[config.mk]
export PLATFORM = sky130hd
export DESIGN_NAME = etcpu_boot_ctrl
export DESIGN_NICKNAME = d
export VERILOG_FILES = /design/src/rtl/etcpu_boot_ctrl.sv
export SDC_FILE = /design/constraint.sdc
export NUM_CORES = 1
export LEC_CHECK = 0
export ABC_AREA = 1
export CAP_MARGIN = 20
export CORE_MARGIN = 2
export CORE_UTILIZATION = 52
export DETAILED_ROUTE_END_ITERATION = 8
export PLACE_DENSITY = 0.88
export REMOVE_ABC_BUFFERS = 1
export SYNTH_ARGS = -nofsm -noshare
export SYNTH_HDL_FRONTEND = slang
export SYNTH_SLANG_ARGS = --single-unit
[constraint.sdc]
create_clock -name clk -period 2.9 [get_ports clk]
set_clock_uncertainty 0.15 [all_clocks]
set_input_delay 0.29 -clock clk [delete_from_list [all_inputs] [get_ports clk]]
set_output_delay 0.29 -clock clk [all_outputs]
set_load 0.005 [all_outputs]
[src/rtl/etcpu_boot_ctrl.sv]
// etcpu_boot_ctrl: boot sequencer. Streams a program into instruction memory
// over a valid/ready handshake, holds the CPU in reset while loading and for
// HOLD_CYC cycles afterwards, then releases it.
// Optional feature macro: ETCPU_BOOT_CKSUM_EN. When it is defined, the block
// compares a modulo sum of the loaded words against exp_cksum before releasing
// the CPU.
//
// state | meaning
// IDLE  | no image loaded, or the last boot failed; CPU held in reset
// LOAD  | accepting words and writing them to instruction memory
// HOLD  | load complete; settle countdown with CPU still in reset
// RUN   | CPU released; a new boot_start reloads
module etcpu_boot_ctrl #(
  parameter int DAT_W    = 32,
  parameter int ADD_W    = 32,
  parameter int DEPTH    = 32,
  parameter int HOLD_CYC = 4
) (
  input  logic             clk,
  input  logic             rst_n,
  input  logic             boot_start,
  input  logic [ADD_W-1:0] prog_len,
  input  logic             ld_vld,
  input  logic [DAT_W-1:0] ld_dat,
`ifdef ETCPU_BOOT_CKSUM_EN
  input  logic [DAT_W-1:0] exp_cksum,
  output logic             cksum_err,
`endif
  output logic             ld_rdy,
  output logic             inst_mem_wr_wen,
  output logic [ADD_W-1:0] inst_mem_wr_addr,
  output logic [DAT_W-1:0] inst_mem_wr_dat,
  output logic             rst_n_cpu,
  output logic             busy,
  output logic             done,
  output logic             err
);

  localparam int HC_W = (HOLD_CYC < 2) ? 1 : $clog2(HOLD_CYC + 1);

  typedef enum logic [1:0] {S_IDLE, S_LOAD, S_HOLD, S_RUN} state_t;

  state_t           state, state_nxt;
  logic [ADD_W-1:0] cnt;
  logic [ADD_W-1:0] len_q;
  logic [HC_W-1:0]  hold_cnt;
  logic             start_ok, len_ok, accept_good, accept_bad;
  logic             hs, last_hs, hold_end, cksum_bad;

`ifdef ETCPU_BOOT_CKSUM_EN
  logic [DAT_W-1:0] sum;
`endif

  // State register
  always_ff @(posedge clk) begin
    if (!rst_n) state <= S_IDLE;
    else        state <= state_nxt;
  end

  // Handshake/acceptance decode and next-state logic
  always_comb begin
    state_nxt   = state;
    ld_rdy      = (state == S_LOAD);
    start_ok    = boot_start && ((state == S_IDLE) || (state == S_RUN));
    len_ok      = (prog_len != '0) && (prog_len <= ADD_W'(DEPTH));
    accept_good = start_ok && len_ok;
    accept_bad  = start_ok && !len_ok;
    hs          = ld_rdy && ld_vld;
    last_hs     = hs && (cnt == len_q - ADD_W'(1));
    hold_end    = (state == S_HOLD) && (hold_cnt == HC_W'(1));
`ifdef ETCPU_BOOT_CKSUM_EN
    cksum_bad   = hold_end && (sum != exp_cksum);
`else
    cksum_bad   = 1'b0;
`endif
    case (state)
      S_IDLE, S_RUN: begin
        if (accept_good)     state_nxt = S_LOAD;
        else if (accept_bad) state_nxt = S_IDLE;
      end
      S_LOAD: if (last_hs) state_nxt = S_HOLD;
      S_HOLD: if (hold_end) state_nxt = cksum_bad ? S_IDLE : S_RUN;
      default: state_nxt = S_IDLE;
    endcase
  end

  // Registered outputs; busy/rst_n_cpu follow the state being entered
  always_ff @(posedge clk) begin
    if (!rst_n) begin
      busy             <= 1'b0;
      rst_n_cpu        <= 1'b0;
      done             <= 1'b0;
      err              <= 1'b0;
      inst_mem_wr_wen  <= 1'b0;
      inst_mem_wr_addr <= '0;
      inst_mem_wr_dat  <= '0;
    end else begin
      busy            <= (state_nxt == S_LOAD) || (state_nxt == S_HOLD);
      rst_n_cpu       <= (state_nxt == S_RUN);
      done            <= (state == S_HOLD) && (state_nxt == S_RUN);
      inst_mem_wr_wen <= hs;
      if (hs) begin
        inst_mem_wr_addr <= cnt;
        inst_mem_wr_dat  <= ld_dat;
      end
      if (accept_bad)       err <= 1'b1;
      else if (accept_good) err <= 1'b0;
    end
  end

  // Word counter, latched length and settle down-counter
  always_ff @(posedge clk) begin
    if (!rst_n) begin
      cnt      <= '0;
      len_q    <= '0;
      hold_cnt <= '0;
    end else begin
      if (accept_good) begin
        cnt   <= '0;
        len_q <= prog_len;
      end else if (hs) begin
        cnt <= cnt + ADD_W'(1);
      end
      if (last_hs)               hold_cnt <= HC_W'(HOLD_CYC);
      else if (state == S_HOLD)  hold_cnt <= hold_cnt - HC_W'(1);
    end
  end

`ifdef ETCPU_BOOT_CKSUM_EN
  // Running sum of accepted words and sticky mismatch flag
  always_ff @(posedge clk) begin
    if (!rst_n) begin
      sum       <= '0;
      cksum_err <= 1'b0;
    end else begin
      if (accept_good) sum <= '0;
      else if (hs)     sum <= sum + ld_dat;
      if (cksum_bad)   cksum_err <= 1'b1;
    end
  end
`endif

endmodule
==> impl_metrics.json <==
{
  "portBuffers": 137,
  "power_frac_clock": 0.371,
  "placed_area_um2": 8320,
  "p_leak_nw": 4.04,
  "drv_slew": 0,
  "cts_tree": "built",
  "drive_gt1_frac": 0.0979,
  "finalSetupViolations": 0,
  "seqPwrFrac": 0.407,
  "syn2layout_area_growth_pct": 33.3,
  "synth_cell_type_count": 43,
  "via_per_inst": 5.32,
  "synth_most_common_cell": "nand2_1",
  "startpoint_type": "flip-flop",
  "antennaDiodeCount": 0,
  "place.detailed.hpwl_mm": 13.7,
  "place.gp.congestion": 0.990,
  "synth_seq_cells": 138,
  "die_h_um": 118,
  "hold_viol": 0,
  "worstPathMaxFanout": 4,
  "fin_nets": 1186,
  "gr-total-overflow": 0,
  "dieArea_um2": 13900,
  "drtIter0Drc": 587,
  "clock_latency_ps": 420,
  "dr.pass1.iters": 5,
  "first_global_vias": 6573,
  "multi_input_area_um2": 3490,
  "synth-async-reset-ratio": 0,
  "yosysSeqAreaShare": 0.409,
  "wire_per_inst_um": 14.9,
  "fmax_mhz": 367,
  "setup.worst_path.class": "flip-flop to flip-flop",
  "synth_edf_count": 0,
  "rows": 41,
  "intPower_w": 0.00392,
  "end_kind": "flip-flop",
  "clk_root_buffer_cell": "clkbuf_16",
  "syn_avg_cell_area_um2": 6.97,
  "synthCells": 968,
  "min_period_over_period": 0.939,
  "ant_nets": 0,
  "finalWirelength_mm": 19.4,
  "hold_class": "input pin to flip-flop",
  "fin_crit_ps": 2720,
  "synthTopCellsByCount": "nand2_1 (190), nor2_1 (167), dfxtp_1 (138)",
  "rr_startpoint": "len_q[11]",
  "h-tree-depth": 4,
  "clk_pin_slew_ps": 60,
  "whs_endpoint": "inst_mem_wr_addr[0]",
  "antenna_found_initial": 0,
  "clock_sinks": 138,
  "synth_area_leader_cell": "dfxtp_1",
  "worst-slew-pin-transition_ps": 853,
  "relSlewSlack": 0.431,
  "hp-start": "rst_n",
  "ir_drop_mv": 0.496,
  "crit_arrival_ps": 2900,
  "r2r_end": "busy",
  "cap_violations": 0,
  "synth_top_area_share": 0.409,
  "r2r_slack_ps": 180,
  "vias": 6897,
  "clockBufferDepth": 2,
  "r2r_cells": 19,
  "pwr_density_cell_nw_per_um2": 606,
  "power_frac_comb": 0.222,
  "ys_top_cells_by_area": "dfxtp_1 (41%), nand2_1 (11%), nor2_1 (9.3%), inv_1 (6.1%), o21ai_0 (5.6%)",
  "yosysWarnings": 0,
  "ios": 138,
  "p_sw_frac": 0.280,
  "required_ps": 3080,
  "synthesis.area_um2": 6750,
  "die_w_um": 118,
  "hold_depth": 3,
  "fillCellCount": 954,
  "post-route-cell-area_um2": 8990,
  "synthFlopType": "dfxtp_1",
  "grtUsageTotal": 0.280,
  "regArea_um2": 2770,
  "drc": 0,
  "switching_power_w": 0.00153,
  "coreArea_um2": 12600,
  "grt_pass1_wl_mm": 31.5,
  "status": "completed",
  "power.total_w": 0.00545,
  "cts_buffers": 17,
  "start_util": 0.535,
  "grt_max_degree": 93
}
critical path, stage by stage (launching register included):
cell	delay, ps
dfxtp_1	340
nor2_1	200
nand2_1	120
nor2_1	220
nand2_2	110
nor2_2	140
nand2_1	80
nand3_1	120
nand2_1	80
nor2_2	120
nand2_1	70
nor2_1	130
nand2_2	110
nand3_1	80
nand2_1	50
nand2_1	80
inv_1	50
ha_1	280
nand2_1	70
inv_1	40
power groups by stage:
| stage | Combinational (W) | Sequential [W] | Clock (W) |
|---|---|---|---|
| finish | 0.00121 | 0.00222 | 0.00202 |
| global route | 0.00136 | 0.00224 | 0.00212 |
| CTS | 0.00119 | 0.00221 | 0.00204 |
| detailed placement | 0.00117 | 0.00225 | 0 |
| global placement | 0.00113 | 0.00224 | 0 |
| floorplan | 0.000538 | 0.00225 | 0 |
state kept, by name, indices dropped and copies added (netlist names):
signal	cells
state	2
inst_mem_wr_dat	32
inst_mem_wr_addr	32
err	1
rst_n_cpu	1
hold_cnt	3
busy	1
inst_mem_wr_wen	1
cnt	32
done	1
len_q	32
worst max path at each step:
stage	start	to	slack, ps	cells after the start
2_1_floorplan	state[1]	busy	-490	22
3_3_place_gp	ld_vld	busy	170	21
3_5_place_dp	len_q[1]	busy	110	23
4_1_cts	len_q[0]	busy	70	22
5_1_grt	len_q[11]	busy	-40	20
6_report	len_q[11]	busy	180	19
routing by layer:
metal	wire length (um)	up-vias	GRT usage
li1	-	3372	-
met1	7670	3149	0.328
met2	9200	306	0.465
met3	1820	70	0.0872
met4	667	0	0.134
met5	0	-	0
cell usage in the layout (no fill, tap or decap), types with 11 or more instances in the layout:
cell             count
buf_4               20
inv_1              107
nand4_1             13
nor2_4              12
nand2_2             12
nor2_2              11
nand2_1            186
a21oi_1             45
clkbuf_16           17
nand3_1             54
nor3_1              18
o21ai_0             75
nor2_1             164
clkdlybuf4s50_1    136
xor2_1              29
dfxtp_1            135
timing repair:
item                       in CTS  in global routing
setup endpoints to repair       0                  3
hold buffers                    0                  0
buffers inserted                0                  6
resized for setup               0                 26
through the flow:
stage	utilization	setup WS (ps)	std cells	TNS, ps	hold slack [ps]
after global placement	0.659	166	1258	0	305
after detailed placement	0.659	112	1258	0	314
after CTS	0.702	71.7	1290	0	44.7
after global routing	0.713	-44.0	1296	-58.2	69.3
final	0.713	178	1296	0	60.4
after floorplan	-	-494	934	-12480	233
final cells by class:
| cell class | instances | share of cell area |
|---|---|---|
| clock buffers | 22 | 0.0505 |
| repair buffers | 158 | 0.171 |
| well taps | 172 | 0.0239 |
| multi-input cells | 680 | 0.388 |
| inverters | 116 | 0.0487 |
| flip-flops and latches | 138 | 0.308 |
| clock inverters | 10 | 0.0103 |
cell families (layout without fill, tap and decap cells):
logic type      count (synthesis)  count (layout)  share of synthesized area
simple gates                  499             499                      0.335
buf+inv                       150             306                     0.0847
flops                         138             138                      0.409
compound gates                136             136                      0.107
xor+xnor                       38              38                     0.0514
fa+ha+maj                       7               7                     0.0130
(Power assumes the default switching activity.)
